--- config.mk ---
export PLATFORM = sky130hd
export DESIGN_NAME = never8_control
export DESIGN_NICKNAME = d
export VERILOG_FILES = /design/src/rtl/never8_pkg.sv /design/src/rtl/never8_decode.sv /design/src/rtl/never8_control.sv
export SDC_FILE = /design/constraint.sdc
export NUM_CORES = 1
export LEC_CHECK = 0
export ABC_AREA = 1
export BUFFER_PORTS_ARGS = -buffer_cell sky130_fd_sc_hd__clkbuf_2
export CORE_MARGIN = 1.5
export CORE_UTILIZATION = 43
export DETAILED_ROUTE_END_ITERATION = 6
export GPL_TIMING_DRIVEN = 0
export PLACE_DENSITY_LB_ADDON = 0.05
export SLEW_MARGIN = 5
export SYNTH_ARGS = -nofsm -noshare
export SYNTH_HDL_FRONTEND = slang
export SYNTH_HIERARCHICAL = 1
export SYNTH_SLANG_ARGS = --single-unit
export TNS_END_PERCENT = 100
--- constraint.sdc ---
create_clock -name clk -period 1.16 [get_ports clk]
set_input_delay 0.058 -clock clk [delete_from_list [all_inputs] [get_ports clk]]
set_output_delay 0.058 -clock clk [all_outputs]
set_load 0.005 [all_outputs]
--- src/rtl/never8_pkg.sv ---
// Shared definitions for the Never8 fetch/execute sequencer: widths, opcodes,
// FSM state encoding and jump-condition selectors.
package never8_pkg;

    localparam int DATA_W = 8;
    localparam int PC_W   = 5;

    localparam logic [2:0] OP_ADD = 3'd0;
    localparam logic [2:0] OP_SUB = 3'd1;
    localparam logic [2:0] OP_LDI = 3'd2;
    localparam logic [2:0] OP_JZ  = 3'd3;
    localparam logic [2:0] OP_JC  = 3'd4;
    localparam logic [2:0] OP_JMP = 3'd5;
    localparam logic [2:0] OP_OUT = 3'd6;
    localparam logic [2:0] OP_HLT = 3'd7;

    typedef enum logic [1:0] {
        ST_FETCH = 2'd0,
        ST_EXEC  = 2'd1,
        ST_OUTW  = 2'd2,
        ST_HALT  = 2'd3
    } state_t;

    // All-zero selector means an unconditional jump.
    localparam logic [1:0] JC_ALWAYS = 2'b00;
    localparam logic [1:0] JC_Z      = 2'b01;
    localparam logic [1:0] JC_C      = 2'b10;

endpackage

--- src/rtl/never8_decode.sv ---
// Combinational opcode decoder: turns ir[7:5] into the one-hot control
// strobes consumed by the execute stage.
module never8_decode
    import never8_pkg::*;
(
    input  logic [2:0] opcode,
    output logic       wr_acc,
    output logic       wr_flags,
    output logic       is_ldi,
    output logic       is_jump,
    output logic [1:0] jump_cond_sel,
    output logic       is_out,
    output logic       is_hlt
);

    always_comb begin
        wr_acc        = 1'b0;
        wr_flags      = 1'b0;
        is_ldi        = 1'b0;
        is_jump       = 1'b0;
        jump_cond_sel = JC_ALWAYS;
        is_out        = 1'b0;
        is_hlt        = 1'b0;
        case (opcode)
            OP_ADD, OP_SUB: begin
                wr_acc   = 1'b1;
                wr_flags = 1'b1;
            end
            OP_LDI: begin
                wr_acc = 1'b1;
                is_ldi = 1'b1;
            end
            OP_JZ: begin
                is_jump       = 1'b1;
                jump_cond_sel = JC_Z;
            end
            OP_JC: begin
                is_jump       = 1'b1;
                jump_cond_sel = JC_C;
            end
            OP_JMP: is_jump = 1'b1;
            OP_OUT: is_out  = 1'b1;
            OP_HLT: is_hlt  = 1'b1;
            default: ;
        endcase
    end

endmodule

--- src/rtl/never8_control.sv ---
// Never8 fetch/execute sequencer: owns pc, ir, acc and Z/C, drives the ALU.
// NEVER8_OUT_HANDSHAKE_EN: OUT waits in OUTW for out_ready instead of pulsing.
module never8_control
    import never8_pkg::*;
(
    input  logic              clk,
    input  logic              rst,
    output logic [PC_W-1:0]   imem_addr,
    output logic              imem_req,
    input  logic              imem_valid,
    input  logic [DATA_W-1:0] imem_data,
    output logic [2:0]        alu_opcode,
    output logic [PC_W-1:0]   alu_a,
    output logic [DATA_W-1:0] alu_b,
    input  logic [DATA_W-1:0] alu_data,
    input  logic              alu_c,
    input  logic              alu_zflag,
    output logic [DATA_W-1:0] out_data,
    output logic              out_valid,
    input  logic              out_ready,
    output logic [DATA_W-1:0] acc,
    output logic              halted
);

    state_t            state_reg;
    logic [PC_W-1:0]   pc_reg;
    logic [DATA_W-1:0] ir_reg;
    logic [DATA_W-1:0] acc_reg;
    logic [DATA_W-1:0] out_data_reg;
    logic              z_reg;
    logic              c_reg;
    logic              out_valid_reg;
    logic              halted_reg;

    logic              wr_acc, wr_flags, is_ldi, is_jump, is_out, is_hlt;
    logic [1:0]        jump_cond_sel;
    logic              jump_taken;
    logic [PC_W-1:0]   pc_next;
    logic [DATA_W-1:0] acc_next;

    never8_decode u_decode (
        .opcode        (ir_reg[7:5]),
        .wr_acc        (wr_acc),
        .wr_flags      (wr_flags),
        .is_ldi        (is_ldi),
        .is_jump       (is_jump),
        .jump_cond_sel (jump_cond_sel),
        .is_out        (is_out),
        .is_hlt        (is_hlt)
    );

    assign jump_taken = is_jump &&
                        ((jump_cond_sel == JC_ALWAYS) ||
                         (jump_cond_sel[0] && z_reg) ||
                         (jump_cond_sel[1] && c_reg));
    // PC_W-bit add wraps 31 back to 0 for free.
    assign pc_next  = jump_taken ? ir_reg[PC_W-1:0] : pc_reg + 1'b1;
    assign acc_next = is_ldi ? {{(DATA_W-PC_W){1'b0}}, ir_reg[PC_W-1:0]} : alu_data;

    assign imem_addr  = pc_reg;
    assign imem_req   = (state_reg == ST_FETCH) && !rst;
    assign alu_opcode = ir_reg[7:5];
    assign alu_a      = ir_reg[PC_W-1:0];
    assign alu_b      = acc_reg;
    assign out_data   = out_data_reg;
    assign out_valid  = out_valid_reg;
    assign acc        = acc_reg;
    assign halted     = halted_reg;

`ifndef NEVER8_OUT_HANDSHAKE_EN
    logic unused_out_ready;
    assign unused_out_ready = out_ready;
`endif

    always_ff @(posedge clk) begin
        if (rst) begin
            state_reg     <= ST_FETCH;
            pc_reg        <= '0;
            ir_reg        <= '0;
            acc_reg       <= '0;
            z_reg         <= 1'b0;
            c_reg         <= 1'b0;
            out_data_reg  <= '0;
            out_valid_reg <= 1'b0;
            halted_reg    <= 1'b0;
        end else begin
`ifndef NEVER8_OUT_HANDSHAKE_EN
            out_valid_reg <= 1'b0;
`endif
            case (state_reg)
                ST_FETCH: begin
                    if (imem_valid) begin
                        ir_reg    <= imem_data;
                        state_reg <= ST_EXEC;
                    end
                end
                ST_EXEC: begin
                    pc_reg    <= pc_next;
                    state_reg <= ST_FETCH;
                    if (wr_acc) acc_reg <= acc_next;
                    if (wr_flags) begin
                        z_reg <= alu_zflag;
                        c_reg <= alu_c;
                    end
                    if (is_out) begin
                        out_data_reg  <= acc_reg;
                        out_valid_reg <= 1'b1;
`ifdef NEVER8_OUT_HANDSHAKE_EN
                        state_reg     <= ST_OUTW;
`endif
                    end
                    if (is_hlt) begin
                        halted_reg <= 1'b1;
                        state_reg  <= ST_HALT;
                    end
                end
`ifdef NEVER8_OUT_HANDSHAKE_EN
                ST_OUTW: begin
                    if (out_ready) begin
                        out_valid_reg <= 1'b0;
                        state_reg     <= ST_FETCH;
                    end
                end
`endif
                ST_HALT: ;
                default: state_reg <= ST_FETCH;
            endcase
        end
    end

endmodule

* Yosys cells after proc, flatten, opt, wreduce, memory -nomap -nowiden
Index checks and enable logic that the tools add are counted.
** Storage, ports and cells
- Flip-flop bits (word level) :: 35
- Bits of input ports :: 22
- Output and inout bits :: 40
- Word-level logic and storage cells :: 55
** Cells by class
- $add $sub $neg :: 1
- Eq/ne operators :: 10
- Muxes and demuxes :: 13
- Bitwise operators :: 2
- Reduce and logical (&&, ||, !) cells :: 20
** Operator list (count)
- equality test 3 bit (second input constant) :: 4
- AND reduction 2 bit :: 6
- two-way mux 8 bit :: 1
- two-way mux 1 bit :: 7
- equality test 3 x 2 -> 1 bit (second input constant) :: 2
- one-hot mux 2 bit (3 select lines) :: 1
- OR reduction 3 bit :: 2
- adder 5 x 1 -> 5 bit (second input constant) :: 1
- two-way mux 5 bit :: 1
- logical AND 1 bit :: 4
- zero test 2 bit :: 2
- two-way mux 2 bit :: 2
- one-hot mux 2 bit (2 select lines) :: 1
- OR reduction 2 bit :: 2
- equality test 3 x 1 -> 1 bit (second input constant) :: 1
- zero test 3 bit :: 1
- equality test 2 x 1 -> 1 bit (second input constant) :: 1
- equality test 2 bit (second input constant) :: 1
- logical OR 1 bit :: 2
- inequality test 2 bit (second input constant) :: 1
- inverter 1 bit :: 2
- zero test 1 bit :: 1

* Logic depth before layout (Yosys ltp)
Gate-level depths: netlist (run 1).
- Depth after elaboration :: 7
- Depth in mapped cells :: 11
- Gate-level depth less buffers :: 11

* Cells and area by module
The synthesis (run 1) kept the hierarchy.
** By module, submodules not included
- never8_control :: times used 1, cells each 216, area each 1564.0 um^2, seq. area each 700.7 um^2
- never8_decode :: times used 1, cells each 15, area each 58.8 um^2, seq. area each 0.0 um^2

* Worst setup path before layout (run 1)
OpenSTA, ideal clock, no wires.
- Kind :: register to register
- Start point :: register ir_reg[6]
- End point :: register acc_reg[0] (netlist: acc[0])
- Library setup time :: 132 ps
- Data arrival time :: 1131 ps
- Setup slack :: -103 ps
- Cell stages (with the launch flop) :: 8
- Path buffers :: 0
- Cell sequence :: dfxtp_1 nand2_1 nor2_1 inv_1 nand2_1 nand2_1 nand3_1 a21oi_1
** Between the ends
- Elaborated cells on any way between the ends :: 8
- Classes of those cells :: 2 x eq/ne; 3 x mux; 3 x reduce/logical
** RTL lines
- from (decl) :: line never8_control.sv:27 : logic [DATA_W-1:0] ir_reg;
- from (signal assigned) :: line never8_control.sv:93 : ir_reg <= imem_data;
- equality test 3 x 2 -> 1 bit :: line never8_decode.sv:24 : case (opcode)
- two-way mux 1 bit :: line never8_decode.sv:24
- via is_ldi :: line never8_control.sv:35 : logic wr_acc, wr_flags, is_ldi, is_jump, is_out, is_hlt;
- two-way mux 8 bit :: line never8_control.sv:58 : assign acc_next = is_ldi ? {{(DATA_W-PC_W){1'b0}}, ir_reg[PC_W-1:0]} : alu_data;
- to (signal assigned) :: line never8_control.sv:100 : if (wr_acc) acc_reg <= acc_next;
- to (decl) :: line never8_control.sv:28 : logic [DATA_W-1:0] acc_reg;
The timed path passes the listed nets, and every way through them passes these cells.
A chain may end at the register's enable or synchronous reset.

* Worst setup path in the final report (run 1)
- Start point :: register ir_reg[6]
- End point :: register pc_reg[0] (netlist: imem_addr[0])
** Between the ends
- Cells in the longest elaborated chain, start to end :: 7
- Elaborated cells on any way between the ends :: 13
- Classes of those cells :: 3 x eq/ne; 3 x mux; 7 x reduce/logical
** Ends and longest elaborated chain
- equality test 3 bit or equality test 3 x 2 -> 1 bit (tied branches) :: line never8_decode.sv:24
- one-hot mux 2 bit (2 select lines) (*) :: line never8_decode.sv:24
- via jump_cond_sel[1] :: line never8_control.sv:36 : logic [1:0] jump_cond_sel;
- zero test 2 bit :: line never8_control.sv:53 : ((jump_cond_sel == JC_ALWAYS) ||
- logical OR 1 bit :: line never8_control.sv:53
- logical OR 1 bit (*) :: line never8_control.sv:54 : (jump_cond_sel[0] && z_reg) ||
- logical AND 1 bit (*) :: line never8_control.sv:52 : assign jump_taken = is_jump &&
- two-way mux 5 bit (*) :: line never8_control.sv:57 : assign pc_next = jump_taken ? ir_reg[PC_W-1:0] : pc_reg + 1'b1;
- to (signal assigned) :: line never8_control.sv:98 : pc_reg <= pc_next;
- to (decl) :: line never8_control.sv:26 : logic [PC_W-1:0] pc_reg;
Mark *: on every way through the listed nets, which the timed path passes. The rest lies on a longest branch.

==> results.cfg, run 1 <==
[status]
outcome = complete, but fails checks
violations = negative setup slack

[global_routing]
grt_max_degree = 12
grt_pass1_vias = 1539
grt_pass1_wl_microns = 6851
antenna_found_initial = 0
track_usage_pct = 21.40
gr-total-overflow = 0

[timing]
final_max_slew_viol_count = 0
grt_setup_unrepaired = yes
finalHoldViolations = 0
setup_viol = 5
max-slew-margin-rel_pct = 69.00
clock_skew_ns = 0.007945
clock.fmax_mhz = 791.8
min_period_over_period_pct = 108.9
holdWs_ns = 0.0004299
period_needed_ns = 1.263
tightest_slew_ns = 0.4650
fin_ws_ns = -0.1030

[clock_network]
tritoncts = done
numCtsBuffers = 5
clock-sinks = 35
clk_pin_slew_ns = 0.07
clock_tree.root_cell = clkbuf_8
h-tree-depth = 2
worstSkewPairLatency_ns = 0.29
cts_max_path_buffers = 2

[critical_path]
rr_startpoint = ir_reg[6]
crit_start = ir_reg[6]
crit_path_top_delay_cell = dfxtp_4
critPathCaptureType = flop
start_kind = flop
path_cells = inv_4, nand2_4, nor2_4, nand2_1, nand3_4, nand2_4, nand2_1, nand3_1, nand2_1, inv_1
cpMostUsedCell = nand2_1
cp_top_family = simple AND/OR/NAND/NOR gates
crit_type = flop to flop
required_ns = 1.35
ff2ff_path_depth = 10
path_depth = 10
slowest_delay_ns = 0.38
worst-r2r-setup-slack_ns = -0.10
path_max_fanout = 6
rr_endpoint = imem_addr[0]
crit_buf_inv = 2
arrival_ns = 1.46

[detailed_routing]
first_pass_iters = 4
drc = 0
antenna_left = 0
drtIter0Drc = 117
wl_per_cell_microns = 11.88
vias = 1742
viasPerCell = 4.893
drt_wl_total_microns = 4231

[final_layout]
layout-drive-gt1-share_pct = 37.34
fillCellCount = 355
utilization_pct = 64.15
num-nets-final = 330
areaGrowthSynthToFinish_pct = 43.64
n_antenna_cell = 0

[floorplanning]
die_w_microns = 64.43
core_sq_um = 3633
ios = 62
start_util_pct = 44.66
dieArea_sq_um = 4151
die_y_microns = 64.43
num_rows = 22

[min_path]
worstHoldPathCells = 3
hold_path.startpoint = imem_data[3]
hold_class = primary input to flop
whs_endpoint = ir_reg[3]

[pwr]
p_leak_nw = 1.077
vdd_drop_max_uv = 905.2
powerDensity_nw_per_um2 = 1300

[logic_synthesis]
syn_avg_cell_area_sq_um = 7.025
synth_seq_cells = 35
synthCells = 231
synth_area_sq_um = 1623
synth_cell_type_count = 19
seq_area_frac_synth_pct = 43.18
ys_warn_count = 6
synth_nets = 254

[place]
place_ws_ns = -0.1467
dp_hpwl_microns = 3003
place_congestion = 0.8000
port-buffer-count = 59

[flow_run]
drv_cap = 0
how the worst max path moves through the flow:
stage	to
5_1_grt	imem_addr[1]
3_5_place_dp	acc[7]
6_report	imem_addr[0]
3_3_place_gp	acc[7]
2_1_floorplan	imem_addr[2]
4_1_cts	imem_addr[0]
cell families after synthesis:
kind of cell | Yosys count | share of synthesized area (%)
simple gates | 124 | 33.77
buf+inv | 37 | 11.49
flops | 35 | 43.18
compound gates | 33 | 10.25
xor+xnor | 1 | 0.5398
fa+ha+maj | 1 | 0.7709
final cells by class:
class / count / area [sq um] / area share (%)
tap: 48 / 60.06 / 2.576
multi-input combinational: 159 / 833.3 / 35.75
timing repair buffer: 69 / 385.4 / 16.53
clock inverter: 2 / 60.06 / 2.576
inverter: 20 / 85.08 / 3.650
clock buffer: 6 / 72.57 / 3.113
buffer: 17 / 122.6 / 5.260
sequential: 35 / 711.9 / 30.54
routing by layer:
metal / track usage [%] / share of wire, % / vias to the layer above
met5: 0 / 0 / -
met4: 7.181 / 1.1 / 0
met2: 35.55 / 49 / 39
li1: - / - / 896
met3: 6.424 / 4.9 / 7
met1: 26.51 / 45 / 800
report_power, final:
| part | switching, mW | internal [mW] |
|---|---|---|
| clock network | 0.450 | 0.859 |
| logic | 0.223 | 0.191 |
| registers | 0.0614 | 1.25 |
| total | 0.735 | 2.30 |
synthesized netlist by cell type (all sizes together):
cell type	number	area share [%]
ha	1	0.77
a31oi	1	0.39
dfxtp	35	43
nand3	30	9.9
clkbuf	2	0.46
a21oi	32	9.9
inv	20	4.6
buf	15	6.4
nand4	5	1.9
nor2	12	3.2
xor2	1	0.54
nand2	77	19
worst reg2reg max path: stages (launching register included):
cell and delay, ns:
dfxtp_4 0.38, inv_4 0.06, nand2_4 0.05, nor2_4 0.12
nand2_1 0.11, nand3_4 0.14, nand2_4 0.08, nand2_1 0.06
nand3_1 0.07, nand2_1 0.07, inv_1 0.03
cells in the final DEF, fill, tap and decap left out, drive strengths merged:
master        n
nand3        30
nand4         5
a21oi        32
dlygate4sd3   6
ha            1
bufinv        2
buf          19
a31oi         1
xor2          1
clkbuf       67
inv          20
dfxtp        35
nor2         12
nand2        77
stage by stage:
| step | setup TNS [ns] | power (mW) | cell area (sq um) | instances |
|---|---|---|---|---|
| finish | -0.4402 | 3.031 | 2331 | 356 |
| detailed placement | -1.776 | 1.683 | 1988 | 338 |
| global route | -1.791 | 3.165 | 2331 | 356 |
| global placement | -1.748 | 1.678 | 1988 | 338 |
| floorplan | 0 | 1.539 | 1633 | 231 |
| CTS | -0.2834 | 3.004 | 2220 | 354 |
repair_timing:
| item | CTS | global route |
|---|---|---|
| resized for setup | 11 | 25 |
| hold buffers | 6 | 0 |
| setup endpoints to repair | 21 | 29 |
| endpoints found under the hold margin | 6 | 0 |
| setup buffers | 2 | 2 |
| pin swaps | 2 | 4 |
(Power assumes the default switching activity.)
==> inputs of run 2 (changes only) <==
CORE_UTILIZATION = 48   (was 43)
PLACE_DENSITY = 0.79   (was not set)
PLACE_DENSITY_LB_ADDON = not set   (was 0.05)
clock period = 1.2 ns   (was 1.16 ns; I/O delays follow)
==> results.cfg, run 2 (synthesis results as in run 1) <==
[pwr]
seq_power_share_pct = 52.0
power.internal_mw = 1.757
p_switching_mw = 0.6750
combPwrFrac_pct = 18.3
vdd_drop_max_uv = 851.9
clockPowerShare_pct = 29.7
p_leak_nw = 1.103
switching_share_pct = 27.75
powerDensity_nw_per_um2 = 1026

[floorplanning]
die_w_microns = 61.15
start_util_pct = 51.88
ios = 62
die_y_microns = 61.15
num_rows = 20
dieArea_sq_um = 3739
core_sq_um = 3128

[critical_path]
critPathCaptureType = flop
rr_startpoint = ir_reg[7]
crit_end = imem_addr[4]
crit_type = flop to flop
slowest_delay_ns = 0.39
worst-r2r-setup-slack_ns = -0.06
crit_start = ir_reg[7]
path_cells = inv_4, nand3_4, inv_2, nand2_2, nand3_4, nand2_4, nand2_1, nand3_1, nand2_1, inv_1
path_max_fanout = 6
required_ns = 1.45
ff2ff_path_depth = 10
crit_path_top_delay_cell = dfxtp_4
arrival_ns = 1.52
start_kind = flop
rr_endpoint = imem_addr[4]

[final_layout]
layout_common_cells = nand2_1, clkbuf_2, a21oi_1, dfxtp_1, nand3_1
layout_commonest_cell = nand2_1
num-nets-final = 341
final_cells = 363
n_antenna_cell = 0
areaGrowthSynthToFinish_pct = 46.11
layout-drive-gt1-share_pct = 39.18
final_area_sq_um = 2371

[detailed_routing]
drt_wl_total_microns = 4583
first_pass_iters = 4
vias = 1824
viasPerCell = 5.025
drtIter0Drc = 78
antenna_left = 0
wl_per_cell_microns = 12.63
drc = 0

[clock_network]
clk_pin_slew_ns = 0.10
clock-sinks = 35
h-tree-depth = 2
cts_max_path_buffers = 2
tritoncts = done
clock_tree.root_cell = clkbuf_4
worstSkewPairLatency_ns = 0.35
numCtsBuffers = 5

[timing]
tightest_slew_ns = 0.4517
clock_skew_ns = 0.007079
setup_viol = 12
finalHoldViolations = 0
fin_ws_ns = -0.06477
clock.fmax_mhz = 790.7
max-slew-margin-rel_pct = 69.88
min_period_over_period_pct = 105.4
grt_setup_unrepaired = yes
period_needed_ns = 1.265
final_max_slew_viol_count = 0

[global_routing]
grt_pass1_vias = 1556
grt_max_degree = 11
track_usage_pct = 25.12
grt_pass1_wl_microns = 6865
antenna_found_initial = 0
gr-total-overflow = 0

[flow_run]
drv_cap = 0

[status]
violations = negative setup slack
outcome = complete, but fails checks

[place]
port-buffer-count = 59
place_congestion = 0.7697
placed_cell_area_sq_um = 1978
dp_hpwl_microns = 2876
dp.cells = 334

[min_path]
hold_class = primary input to flop
## run 2: cell count changes in the layout (fill, tap and decap cells not counted), sizes merged
cell and delta:
buf +4, clkbuf +2, dlygate4sd3 +7, bufinv -2
## run 2: worst min-delay path by stage
stage,startpoint,depth (start not counted),slack (ns),end
final,rst,2,0.02,state_reg[0]
after global routing,rst,2,0.03,state_reg[0]
after CTS,rst,2,0.009,state_reg[0]
after detailed placement,imem_data[7],3,0.29,ir_reg[7]
after global placement,imem_data[0],3,0.29,ir_reg[0]
after floorplan,imem_data[7],2,0.20,ir_reg[7]
## run 2: critical path: cells and delay by family, from the launching register on
kind | cells | cell delay (ns)
DFF | 1 | 0.39
buffers and inverters | 3 | 0.19
and+or+nand+nor | 7 | 0.57
## run 2: what timing repair did
| item | 4_1_cts | 5_1_grt |
|---|---|---|
| pin swaps | 5 | 5 |
| buffers inserted | 5 | 2 |
| resized for setup | 21 | 23 |
| cloned | 0 | 1 |
| hold endpoints to repair | 13 | 0 |
| hold buffers | 13 | 0 |
| endpoints found under the setup margin | 22 | 25 |
## run 2: per-stage QoR
stage	power (mW)	setup TNS, ns	setup WS (ns)	hold WS (ns)	util, %
after floorplan	1.485	0	0.009826	0.1961	-
after global placement	1.612	-1.942	-0.1387	0.2941	63.24
after detailed placement	1.622	-2.672	-0.2039	0.2914	63.24
after CTS	2.398	-0.06759	-0.03284	0.009289	72.52
after global routing	2.548	-1.763	-0.1279	0.02986	75.80
final	2.432	-0.3492	-0.06477	0.02006	75.80
## run 2: power groups by stage
stage / sequential, mW / clock, mW / combinational, mW
floorplan: 1.28 / 0 / 0.205
global placement: 1.29 / 0 / 0.327
detailed placement: 1.29 / 0 / 0.335
CTS: 1.26 / 0.741 / 0.399
global route: 1.27 / 0.784 / 0.493
finish: 1.26 / 0.723 / 0.445
## run 2: area by class of cell
class | instances | area, sq um
clock buffers | 8 | 68.82
inverters | 20 | 82.58
plain buffers | 17 | 122.6
multi-input cells | 159 | 847.1
flip-flops and latches | 35 | 711.9
repair buffers | 80 | 483.0
fillers | 244 | 757.0
well taps | 44 | 55.05
## run 2: per-layer routing
layer  track usage (%)  vias up  part of all wire, %
met1             28.96      816                   39
met2             44.83       78                   51
met4             9.317        0                  2.3
met3             6.092       13                  6.9
li1                  -      917                    -
met5                 0        -                    0
